--- src/rtl/ser40_tx_scheduler.sv ---
// ser40_tx_scheduler
// Round-robin scheduler sharing one byte-to-serial shifter between NUM_REQ
// byte requesters. One byte is accepted per frame (valid/ready), the shifter
// is parallel-loaded with a one-cycle ser_load pulse, then shifts for 8
// cycles, optionally followed by GAP_CYCLES idle cycles.
//
// Ports:
//   clock_40   in   1          40 MHz clock, rising edge
//   reset      in   1          synchronous, active-high
//   req_valid  in   NUM_REQ    per-requester byte available
//   req_data   in   NUM_REQ*8  requester i byte at [8i+7:8i]
//   req_ready  out  NUM_REQ    one-hot accept strobe (combinational, IDLE only)
//   ser_data   out  8          byte presented to the shifter (registered)
//   ser_load   out  1          shifter load pulse (registered)
//   ser_frame  out  1          shifter serial output carries a valid bit
//   cur_id     out  3          requester owning the current frame
//   busy       out  1          scheduler is in LOAD, SHIFT or GAP
module ser40_tx_scheduler #(
  parameter int NUM_REQ    = 4,
  parameter int GAP_CYCLES = 0
) (
  input  logic                 clock_40,
  input  logic                 reset,
  input  logic [NUM_REQ-1:0]   req_valid,
  input  logic [NUM_REQ*8-1:0] req_data,
  output logic [NUM_REQ-1:0]   req_ready,
  output logic [7:0]           ser_data,
  output logic                 ser_load,
  output logic                 ser_frame,
  output logic [2:0]           cur_id,
  output logic                 busy
);

  typedef enum logic [1:0] {
    ST_IDLE  = 2'd0,
    ST_LOAD  = 2'd1,
    ST_SHIFT = 2'd2,
    ST_GAP   = 2'd3
  } state_t;

  // Last value of the gap counter; only meaningful when GAP_CYCLES > 0.
  localparam logic [3:0] GAP_LAST = (GAP_CYCLES > 0) ? 4'(GAP_CYCLES - 1) : 4'd0;
  localparam logic [2:0] LAST_REQ = 3'(NUM_REQ - 1);

  state_t     state_q,     state_d;
  logic [2:0] bit_cnt_q,   bit_cnt_d;
  logic [3:0] gap_cnt_q,   gap_cnt_d;
  logic [2:0] ptr_q,       ptr_d;
  logic [7:0] ser_data_q,  ser_data_d;
  logic       ser_load_q,  ser_load_d;
  logic       ser_frame_q, ser_frame_d;
  logic [2:0] cur_id_q,    cur_id_d;

  logic       found_s;
  logic [2:0] winner_s;
  logic [7:0] win_byte_s;

  // Round-robin search: first valid requester at or above the pointer, wrapping.
  always_comb begin
    found_s  = 1'b0;
    winner_s = 3'd0;
    for (int k = 0; k < NUM_REQ; k++) begin
      for (int i = 0; i < NUM_REQ; i++) begin
        if (!found_s && (i == ((int'(ptr_q) + k) % NUM_REQ)) && req_valid[i]) begin
          found_s  = 1'b1;
          winner_s = 3'(i);
        end else begin
          found_s  = found_s;
        end
      end
    end
  end

  // Select the winner's byte and form the one-hot ready strobe.
  always_comb begin
    win_byte_s = 8'd0;
    req_ready  = '0;
    for (int i = 0; i < NUM_REQ; i++) begin
      if (int'(winner_s) == i) begin
        win_byte_s   = req_data[i*8 +: 8];
        req_ready[i] = (state_q == ST_IDLE) && found_s;
      end else begin
        req_ready[i] = 1'b0;
      end
    end
  end

  // Next-state and registered-output logic.
  always_comb begin
    state_d     = state_q;
    bit_cnt_d   = bit_cnt_q;
    gap_cnt_d   = gap_cnt_q;
    ptr_d       = ptr_q;
    ser_data_d  = ser_data_q;
    cur_id_d    = cur_id_q;
    ser_load_d  = 1'b0;
    // The shifter's output is registered, so delaying SHIFT by one cycle
    // lines the flag up with the serial bits (load cycle +2 .. +9).
    ser_frame_d = (state_q == ST_SHIFT);
    case (state_q)
      ST_IDLE: begin
        if (found_s) begin
          ser_data_d = win_byte_s;
          cur_id_d   = winner_s;
          ptr_d      = (winner_s == LAST_REQ) ? 3'd0 : (winner_s + 3'd1);
          ser_load_d = 1'b1;
          state_d    = ST_LOAD;
        end else begin
          state_d    = ST_IDLE;
        end
      end
      ST_LOAD: begin
        bit_cnt_d = 3'd0;
        state_d   = ST_SHIFT;
      end
      ST_SHIFT: begin
        if (bit_cnt_q == 3'd7) begin
          bit_cnt_d = 3'd0;
          gap_cnt_d = 4'd0;
          state_d   = (GAP_CYCLES > 0) ? ST_GAP : ST_IDLE;
        end else begin
          bit_cnt_d = bit_cnt_q + 3'd1;
        end
      end
      ST_GAP: begin
        if (gap_cnt_q == GAP_LAST) begin
          gap_cnt_d = 4'd0;
          state_d   = ST_IDLE;
        end else begin
          gap_cnt_d = gap_cnt_q + 4'd1;
        end
      end
      default: begin
        state_d = ST_IDLE;
      end
    endcase
  end

  // State and output registers; reset aborts any frame in progress.
  always_ff @(posedge clock_40) begin
    if (reset) begin
      state_q     <= ST_IDLE;
      bit_cnt_q   <= 3'd0;
      gap_cnt_q   <= 4'd0;
      ptr_q       <= 3'd0;
      ser_data_q  <= 8'd0;
      ser_load_q  <= 1'b0;
      ser_frame_q <= 1'b0;
      cur_id_q    <= 3'd0;
    end else begin
      state_q     <= state_d;
      bit_cnt_q   <= bit_cnt_d;
      gap_cnt_q   <= gap_cnt_d;
      ptr_q       <= ptr_d;
      ser_data_q  <= ser_data_d;
      ser_load_q  <= ser_load_d;
      ser_frame_q <= ser_frame_d;
      cur_id_q    <= cur_id_d;
    end
  end

  assign ser_data  = ser_data_q;
  assign ser_load  = ser_load_q;
  assign ser_frame = ser_frame_q;
  assign cur_id    = cur_id_q;
  assign busy      = (state_q != ST_IDLE);

endmodule

--- config.mk ---
export PLATFORM = sky130hd
export DESIGN_NAME = ser40_tx_scheduler
export DESIGN_NICKNAME = d
export VERILOG_FILES = /design/src/rtl/ser40_tx_scheduler.sv
export SDC_FILE = /design/constraint.sdc
export NUM_CORES = 1
export LEC_CHECK = 0
export CAP_MARGIN = 25
export CORE_ASPECT_RATIO = 1.2
export CORE_MARGIN = 2
export CORE_UTILIZATION = 65
export DETAILED_ROUTE_END_ITERATION = 16
export DONT_BUFFER_PORTS = 1
export MAX_ROUTING_LAYER = met4
export PLACE_DENSITY_LB_ADDON = 0.15
export SYNTH_ARGS = -nofsm -noshare
export SYNTH_HDL_FRONTEND = slang
export SYNTH_SLANG_ARGS = --single-unit
--- constraint.sdc ---
create_clock -name clock_40 -period 3.85 [get_ports clock_40]
set_clock_uncertainty 0.05 [all_clocks]
set_input_delay 0.1925 -clock clock_40 [delete_from_list [all_inputs] [get_ports clock_40]]
set_output_delay 0.1925 -clock clock_40 [all_outputs]
set_load 0.1 [all_outputs]
==> results.sh <==
export IMPL_worst_pin_slew_ns=0.9993
export IMPL_gp_congestion=0.8713
export IMPL_dp_cells=199
export IMPL_drt_iter0_markers=34
export IMPL_relSlewSlack=0.3329
export IMPL_die_y_um=55.97
export IMPL_netlist_area_sq_mm=0.001463
export IMPL_met3_usage=0.03247
export IMPL_grt_max_degree=24
export IMPL_top_usage_layer="met2"
export IMPL_drc=0
export IMPL_tns_ns=0
export IMPL_vias_per_cell=5.990
export IMPL_power_internal_uw=445.1
export IMPL_arrival_ns=2.68
export IMPL_cts_buffer_depth=2
export IMPL_cts_tree="done"
export IMPL_grt_usage=0.2419
export IMPL_root_buffer="clkbuf_4"
export IMPL_rsz0062_at_grt="false"
export IMPL_critical_path_max_fanout=13
export IMPL_synth_area_per_cell_sq_um=8.311
export IMPL_clockPowerShare=0.107
export IMPL_htree_levels=1
export IMPL_fin_nets=225
export IMPL_dr_pass1_iters=4
export IMPL_hold_depth=2
export IMPL_synth_cell_type_count=37
export IMPL_pre_cts_slack_ns=1.277
export IMPL_leakage_uw=0.0006369
export IMPL_rows=18
export IMPL_wire_per_inst_um=15.29
export IMPL_switching_share=0.5603
export IMPL_grt_pass1_vias=1121
export IMPL_synth_area_leaders="dfxtp_1, ha_1, a21oi_1"
export IMPL_cts_resized=0
export IMPL_final_area_sq_mm=0.001499
export IMPL_p_per_area_mw_per_mm2=675.3
export IMPL_antennaDiodeCount=0
export IMPL_wl_um=3119
export IMPL_grt_pass1_wl_um=4595
export IMPL_dpl_cell_area_sq_mm=0.001463
export IMPL_synth_warnings=0
export IMPL_async_flop_share=0
export IMPL_yosys_area_top_type_share=0.3148
export IMPL_yosys_area_top_type="dfxtp_1"
export IMPL_syn_num_nets=226
export IMPL_cp_required_ns=3.61
export IMPL_drtAntennaViolNets=0
export IMPL_fin_ws_ns=0.9316
export IMPL_grt_ovfl_total=0
export IMPL_syn_inst=176
export IMPL_clkLatencyLatePin_ns=0.31
export IMPL_yosys_top_cells_count="dfxtp_1, nor2_1, a21oi_1, inv_1, ha_1"
export IMPL_port_buffers=0
export IMPL_slew_viol_final=0
export IMPL_met2_usage=0.4498
export IMPL_clkTransAtPathRegs_ns=0.12
export IMPL_peakVddDrop_mv=0.3820
export IMPL_holdWs_ns=0.01525
export IMPL_hold_violations=0
export IMPL_synth_edff_count=0
export IMPL_initial_core_util=0.6983
export IMPL_synth_most_common_cell="dfxtp_1"
export IMPL_hp_class="in -> reg"
export IMPL_postCtsSetupBuffers=0
export IMPL_die_area_sq_mm=0.002647
export IMPL_antenna_found_initial=0
export IMPL_seq_area_frac_synth=0.3148
export IMPL_startpoint_type="flop"
export IMPL_stdcell_count=204
export IMPL_numClockSinks=23
export IMPL_worstSetupEndpointType="output port"
export IMPL_path_class="reg -> out"
export IMPL_met1_usage=0.2270
export IMPL_cts_buffers=3
export IMPL_max_cap_violations=0
export IMPL_power_frac_comb=0.382
export IMPL_seqPwrFrac=0.511
export IMPL_areaGrowthSynthToFinish_pct=2.481
export IMPL_synthFlopType="dfxtp_1"
export IMPL_p_switching_uw=567.1
export IMPL_ys_seq_elements=23
export IMPL_setup_viol=0
export IMPL_drive_above_1_share=0.08046
export IMPL_fin_crit_ns=2.918
export IMPL_ios=56
export IMPL_outcome="finished clean"
export IMPL_fmax_ghz=0.3427
export IMPL_final_period_utilization=0.7580
export IMPL_reg2reg_depth=9
export IMPL_vias=1222
export IMPL_core_area_sq_mm=0.002095
export IMPL_die_w_um=47.31
export IMPL_hpwl_um=2409
## path summary, 6_finish.rpt
check	startpoint	end	slack [ns]
min	reset	cur_id[1]	0.02
min reg2reg	bit_cnt_q[2]	bit_cnt_q[2]	0.43
max	state_q[0]	req_ready[3]	0.93
max reg2reg	ptr_q[1]	ser_data[5]	1.23
## repair_timing
action | 4_1_cts | 5_1_grt
hold endpoints to repair | 23 | 0
setup endpoints to repair | 0 | 0
hold buffers | 1 | 0
## area by class of cell
type                            count  area [sq um]
Sequential cell                    23         460.4
Fill cell                         182         595.6
Inverter                           16         60.06
Timing Repair Buffer                5         40.04
Clock buffer                        4         26.28
Multi-Input combinational cell    126         874.6
Tap cell                           30         37.54
## per-stage QoR
stage | utilization | total power [uW]
after floorplan | - | 850.6
after global placement | 0.6983 | 886.5
after detailed placement | 0.6983 | 903.8
after CTS | 0.7157 | 1017
after global routing | 0.7157 | 1063
final | 0.7157 | 1012
## critical path, stage by stage, from the launching register on
cell	delay, ns
dfxtp_1	0.35
inv_1	0.10
ha_1	0.23
inv_1	0.42
nor2_1	0.75
and2_1	0.23
buf_4	0.29
## registers in the layout, summed over array words and instances, names as in the netlist
name       flops
gap_cnt_q      4
cur_id         2
ser_frame      1
ptr_q          2
ser_load       1
bit_cnt_q      3
ser_data       8
state_q        2
## layout by cell type, fill, tap and decap left out, types with 6 or more instances in the layout
cell type and instances:
ha_1 12, dfxtp_1 23, a211oi_1 8, nand3b_1 10
a21oi_1 16, a221oi_1 8, nor2_1 18, inv_1 16
nor3_1 6, nand2_1 6
## metal layers
metal	wire length, um	vias up
li1	-	613
met1	1252	564
met2	1651	40
met3	171	5
met4	43	0
met5	0	-
## kinds of logic (layout without fill, tap and decap cells)
group | after synthesis | in the layout | share of synthesized area
buffers and inverters | 27 | 25 | 0.08725
adders and majority gates | 12 | 12 | 0.1026
other | 1 | 1 | 0.002564
and+or+nand+nor | 64 | 64 | 0.2438
DFF | 23 | 23 | 0.3148
AOI/OAI and AO/OA | 45 | 45 | 0.2216
muxes | 4 | 4 | 0.02737
## power groups by stage
stage,clock network (uW),logic [uW],registers (uW)
after floorplan,0,338,513
after global placement,0,367,520
after detailed placement,0,382,522
after CTS,113,388,517
after global routing,121,420,522
final,109,387,517
Power figures use the tool's default switching activity.
